**src/rtl/iccm_port_arb.sv**
```systemverilog
// rtl/iccm_port_arb.sv - single-port ICCM SRAM arbiter between programmer writes and fetch reads
// Writes wait for all in-flight reads to drain; streak limits bound starvation both ways.
module iccm_port_arb #(
  parameter int Aw        = 12,
  parameter int Dw        = 32,
  parameter int MaxOutst  = 2,
  parameter int MaxStreak = 4
) (
  input  logic          clk_i,
  input  logic          rst_ni,
  input  logic          prog_req_i,
  input  logic [Aw-1:0] prog_addr_i,
  input  logic [Dw-1:0] prog_wdata_i,
  output logic          prog_gnt_o,
  input  logic          fetch_req_i,
  input  logic [Aw-1:0] fetch_addr_i,
  output logic          fetch_gnt_o,
  output logic          fetch_rvalid_o,
  output logic [Dw-1:0] fetch_rdata_o,
  output logic          mem_req_o,
  output logic          mem_we_o,
  output logic [Aw-1:0] mem_addr_o,
  output logic [Dw-1:0] mem_wdata_o,
  input  logic [Dw-1:0] mem_rdata_i,
  input  logic          mem_rvalid_i,
  output logic          proto_err_o
);

  localparam int OW = $clog2(MaxOutst + 1);
  localparam int SW = $clog2(MaxStreak + 1);
  localparam logic [OW-1:0] OutstMax  = OW'(MaxOutst);
  localparam logic [SW-1:0] StreakMax = SW'(MaxStreak);

  typedef enum logic [1:0] {
    ST_RD   = 2'd0,
    ST_TURN = 2'd1,
    ST_WR   = 2'd2
  } state_e;

  state_e        state_q, state_d;
  logic [OW-1:0] outst_q, outst_d;
  logic [SW-1:0] streak_q, streak_d;
  logic          proto_err_q, proto_err_d;
  logic          prog_gnt, fetch_gnt, switch_rd, back_wr, other_req, rd_ret;

  always_comb begin
    prog_gnt  = 1'b0;
    fetch_gnt = 1'b0;
    switch_rd = 1'b0;
    back_wr   = 1'b0;
    other_req = 1'b0;
    case (state_q)
      ST_RD: begin
        other_req = prog_req_i;
        switch_rd = prog_req_i && (!fetch_req_i || streak_q == StreakMax);
        fetch_gnt = !switch_rd && fetch_req_i && (outst_q < OutstMax);
      end
      ST_WR: begin
        other_req = fetch_req_i;
        back_wr   = !prog_req_i || (fetch_req_i && streak_q == StreakMax);
        prog_gnt  = !back_wr && prog_req_i;
      end
      default: ;
    endcase
    // Grants are forced low while reset is held, even though state is already RD.
    if (!rst_ni) begin
      prog_gnt  = 1'b0;
      fetch_gnt = 1'b0;
    end
  end

  always_comb begin
    rd_ret      = mem_rvalid_i && (outst_q != '0);
    outst_d     = outst_q + OW'(fetch_gnt) - OW'(rd_ret);
    proto_err_d = proto_err_q || (mem_rvalid_i && (outst_q == '0));
  end

  always_comb begin
    state_d = state_q;
    case (state_q)
      ST_RD:   if (switch_rd) state_d = (outst_d == '0) ? ST_WR : ST_TURN;
      ST_TURN: if (outst_q == '0) state_d = ST_WR;
      ST_WR:   if (back_wr) state_d = ST_RD;
      default: state_d = ST_RD;
    endcase
    streak_d = streak_q;
    if (state_d != state_q || !other_req) begin
      streak_d = '0;
    end else if ((prog_gnt || fetch_gnt) && streak_q != StreakMax) begin
      streak_d = streak_q + SW'(1);
    end
  end

  always_ff @(posedge clk_i or negedge rst_ni) begin
    if (!rst_ni) begin
      state_q     <= ST_RD;
      outst_q     <= '0;
      streak_q    <= '0;
      proto_err_q <= 1'b0;
    end else begin
      state_q     <= state_d;
      outst_q     <= outst_d;
      streak_q    <= streak_d;
      proto_err_q <= proto_err_d;
    end
  end

  assign prog_gnt_o     = prog_gnt;
  assign fetch_gnt_o    = fetch_gnt;
  assign mem_req_o      = prog_gnt || fetch_gnt;
  assign mem_we_o       = prog_gnt;
  assign mem_addr_o     = prog_gnt ? prog_addr_i : (rst_ni ? fetch_addr_i : '0);
  assign mem_wdata_o    = prog_gnt ? prog_wdata_i : '0;
  assign fetch_rvalid_o = mem_rvalid_i;
  assign fetch_rdata_o  = mem_rdata_i;
  assign proto_err_o    = proto_err_q;

endmodule

```
**config.mk**
```make
export PLATFORM = sky130hd
export DESIGN_NAME = iccm_port_arb
export DESIGN_NICKNAME = d
export VERILOG_FILES = /design/src/rtl/iccm_port_arb.sv
export SDC_FILE = /design/constraint.sdc
export NUM_CORES = 1
export LEC_CHECK = 0
export BUFFER_PORTS_ARGS = -buffer_cell sky130_fd_sc_hd__buf_2
export CAP_MARGIN = 5
export CORE_AREA = 2 2 68 70
export DETAILED_ROUTE_END_ITERATION = 8
export DIE_AREA = 0 0 70 72
export MAX_ROUTING_LAYER = met4
export PLACE_DENSITY = 0.77
export SLEW_MARGIN = 30
export SYNTH_ARGS = -nofsm -noshare
export SYNTH_HDL_FRONTEND = slang
export SYNTH_SLANG_ARGS = --single-unit
```
**constraint.sdc**
```tcl
create_clock -name clk_i -period 5.9 [get_ports clk_i]
set_clock_uncertainty 0.1 [all_clocks]
set_input_delay 1.18 -clock clk_i [delete_from_list [all_inputs] [get_ports clk_i]]
set_output_delay 1.18 -clock clk_i [all_outputs]
set_load 0.005 [all_outputs]
```
# After elaboration in Yosys (flattened, before gate mapping)
# Index checks and enable logic that the tools add are counted.
# W data, S select, Z words.
[classes] reduce_logical=23 muxes=17 add_sub_neg=3 eq_ne=5 n_lt_le_gt_ge=1
[ops] cell="$mux W32" count=1
[ops] cell="$mux W12" count=2
[ops] cell="$logic_and A1 B1 Y1" count=8
[ops] cell="$mux W2" count=4
[ops] cell="$logic_not A2 Y1" count=3
[ops] cell="$mux W1" count=6
[ops] cell="$mux W3" count=2
[ops] cell="$pmux W2 S3" count=1
[ops] cell="$logic_not A1 Y1" count=5
[ops] cell="$logic_or A1 B1 Y1" count=5
[ops] cell="$reduce_bool A2 Y1" count=2
[ops] cell="$add A3 B1 Y3 const B" count=1
[ops] cell="$eq A3 B3 Y1 const B" count=1
[ops] cell="$ne A3 B3 Y1 const B" count=1
[ops] cell="$add A2 B1 Y2" count=1
[ops] cell="$eq A2 B1 Y1 const B" count=1
[ops] cell="$eq A2 B2 Y1 const B" count=1
[ops] cell="$lt A2 B2 Y1 const B" count=1
[ops] cell="$ne A2 B2 Y1" count=1
[ops] cell="$pmux W1 S2" count=1
[ops] cell="$sub A2 B1 Y2" count=1
[totals] out_inout_bits=82 regBits=8

# Depth between registers and ports, before layout
[depth] word_depth=17 mapped_depth=9 depth_no_buf=9

# Least setup slack after synthesis
# Ideal clock, no wire load.
[synth_path] path_kind="in2out" from="input port prog_req_i" to="output port mem_wdata_o[10]" required_time_ns=4.620 slack_ns=2.657 cell_stages=4 path_buffers=1 t_arrival_ns=1.963 path_cell_list="and3b_2 > and3_1 > clkbuf_1 > and2_1"
[synth_via] elab_chain_cells=7
[synth_lines] element="start, declared" line_no="11" source="input logic prog_req_i,"
[synth_lines] element="$logic_not A1 Y1" line_no="60" source="back_wr = !prog_req_i || (fetch_req_i && streak_q == StreakMax);"
[synth_lines] element="$logic_or A1 B1 Y1" line_no="60"
[synth_lines] element="$logic_not A1 Y1" line_no="61" source="prog_gnt = !back_wr && prog_req_i;"
[synth_lines] element="$logic_and A1 B1 Y1 *" line_no="61"
[synth_lines] element="$mux W1 *" line_no="52" source="case (state_q)"
[synth_lines] element="$mux W1 *" line_no="66" source="if (!rst_ni) begin"
[synth_lines] element="$mux W32 *" line_no="113" source="assign mem_wdata_o = prog_gnt ? prog_wdata_i : '0;"
[synth_lines] element="end, declared" line_no="23" source="output logic [Dw-1:0] mem_wdata_o,"
# Mark *: on every way between the ends. The rest lies on a longest branch, timed or not.

# Worst setup path after layout
[layout_path] from="input port rst_ni" to="output port mem_wdata_o[31]"
[layout_via] elab_chain_cells=2
[layout_lines] element="start, declared" line_no="10" source="input logic rst_ni,"
[layout_lines] element="$mux W1" line_no="66"
[layout_lines] element="$mux W32" line_no="113"
# Every way passes these cells.

==> run metrics <==
Pre-Repair DR Iteration Count=2; dpl hpwl=2.99 mm; Seq. cell area=200 µm²; M3 GR Usage=1.67%; GR Overflow Total=0; Cell Chain, Critical Path=buf_2 -> and3_1 -> and2_1 -> buf_2; DRC Markers=0; CTS tree=done; final hold viol count=0; HP Class=reg2reg; CTS Buffer Depth=2; Total Wirelength=3.44 mm; largest stage delay on the critical path=0.74 ns; core box area=4260 µm²; via count=1222; sequential area share after synthesis=17.0%; Rel. slew slack=48.1%; WL/cell=12.0 µm; All-Layer GR Usage=12.9%; final setup fails=0; grt met2 use=21.6%; register bit total from synthesis=8; Startpoint Class=primary input; Layout Nets=333; first-pass GRT wire length=5.20 mm; Post-Syn Instances=161; Num Clock Sinks=8; vias in the first global route=1086; Setup Fix Bufs, Post-CTS=0; max cap viols=0; Area Overhead vs Synth=31.9%; Setup TNS Final=0 ns; Crit. End Element=output port; row count=24; Root Driver=clkbuf_8; Synth Area per Inst=7.31 µm²; Critical Path RT=4.62 ns; number of DRC markers after the initial detailed-route iteration=28; outcome=complete, no violations; Leak=0.930 nW; Highest Clock Rate=0.257 GHz; Post-synth EDFFs=0; Die Y=72 µm; die area=5040 µm²; fillcell total=461; Crit Path Class=in2out; Synth Flop Type=dfrtp_1; number of diodes=0; chip width=70 µm; ys async rst share=100%; Syn Nets=258; CTS Hold Buffers Added=0; layout cells sized above 1=50.9%; I/O pin total=175; Post-Place Cell Area=1510 µm²; busiest layer in global routing=met2; clk_lat worst skew=0.22 ns; Netlist cell types=27; area of the multi-input gates=679 µm²; worst slew pin tran=0.778 ns; Worst Path Arrival=2.62 ns; RSZ-0062 raised after global routing=false; Initial Util=27.6%; largest net degree at the start of global routing=35; Synth Cell Area=1180 µm²; utilization after layout=36.4%; gp weighted congestion=0.838; cell mode on critical path=buf_2; design area=1550 µm²; PwrDens=210 nW/µm²; IO Port Bufs=110; post-layout min period=3.90 ns; Final period util=66.1%; H-tree Lvls=1; Yosys Warn Count=0; max-slew violation count=0; crit path max fanout=34; post-detailed-route count of antenna-violating nets=0; post_cts resized=0; initial antenna violation count=0; slowest CP cell=and3_1; Clk pin slew, worst setup/hold paths=0.04 ns; cts bufs inserted=3; vias per inst=4.27; met1 Use GR=15.9%; Peak supply drop=0.171 mV
## synthesized netlist by cell type (2+ instances only)
master	instances	share of area, %
buf_4	34	22
and2_1	33	18
nand2_1	30	9.6
a21boi_0	12	7.7
dfrtp_1	8	17
ha_1	4	4.3
inv_1	4	1.3
nor2_1	4	1.3
buf_2	3	1.3
clkbuf_1	3	0.96
nand3_1	3	1.3
nor2b_1	3	1.6
o21ai_0	3	1.3
xnor2_1	3	2.2
and2b_2	2	1.5
## cells in the final DEF, fill, tap and decap left out, types with 2 or more instances in the layout
| master | synthesis | routed |
|---|---|---|
| xnor2_1 | 3 | 3 |
| nand3_1 | 3 | 3 |
| nor2_1 | 4 | 4 |
| ha_1 | 4 | 4 |
| nor2b_1 | 3 | 3 |
| a21boi_0 | 12 | 12 |
| and2b_2 | 2 | 2 |
| buf_2 | 3 | 110 |
| o21ai_0 | 3 | 3 |
| dfrtp_1 | 8 | 8 |
| clkbuf_8 | 0 | 3 |
| nand2_1 | 30 | 30 |
| inv_1 | 4 | 4 |
| and2_1 | 33 | 33 |
## final timing paths
check                                   startpoint                       to  slack [ns]  cells after the start
max                                         rst_ni          mem_wdata_o[31]        2.00                      4
min                          proto_err_o$_DFF_PN0_    proto_err_o$_DFF_PN0_        0.35                      1
max reg2reg                streak_q[0]$_DFFE_PN0P_     state_q[1]$_DFF_PN0_        3.74                      8
min reg2reg                  proto_err_o$_DFF_PN0_    proto_err_o$_DFF_PN0_        0.35                      1
max in group asynchronous                   rst_ni     outst_q[0]$_DFF_PN0_        4.63                      1
min in group asynchronous                   rst_ni  streak_q[1]$_DFFE_PN0P_        0.78                      1
## kinds of logic (layout without fill, tap and decap cells)
group	count (synthesis)	after routing	share of synthesized area [%]
compound gates	20	20	12.4
xor+xnor	3	3	2.23
fa+ha+maj	4	4	4.26
buf+inv	44	117	25.2
flops	8	8	17.0
mux	1	1	0.851
simple gates	81	81	38.0
## report_power, final
part	switching (W)	leakage, nW	internal (W)
logic	0.0000875	0.809	0.0000879
registers	0.0000166	0.100	0.0000701
clock network	0.0000201	0.0216	0.0000441
## final cells by class
class | count | share of cell area, %
clock buffer | 3 | 2.66
inverter | 4 | 0.968
multi-input combinational | 109 | 43.8
sequential | 8 | 12.9
tap | 52 | 4.19
timing repair buffer | 110 | 35.5
## state kept, by name (all words and copies together), names as in the netlist
register / flops
outst_q: 2
proto_err_o: 1
state_q: 2
streak_q: 3
## layer usage
layer  vias to the layer above  part of all wire (%)
met2                        54                    51
met1                       534                    40
met3                        10                   7.3
met4                         0                   1.8
li1                        624                     -
met5                         -                     0
## critical path, delay by kind of cell
family                 cells  cell delay (ns)
AND/OR/NAND/NOR            2             0.97
buffers and inverters      2             0.45
## metrics by stage
stage / hold slack (ns) / cells / power [W] / setup WS (ns)
after detailed placement: 0.343 / 283 / 0.000266 / 1.95
after CTS: 0.351 / 286 / 0.000332 / 1.95
after global routing: 0.375 / 286 / 0.000361 / 1.74
after global placement: 0.335 / 283 / 0.000262 / 2.02
after floorplan: 0.351 / 161 / 0.000216 / 2.66
final: 0.347 / 286 / 0.000326 / 2.00
(Power assumes the default switching activity.)
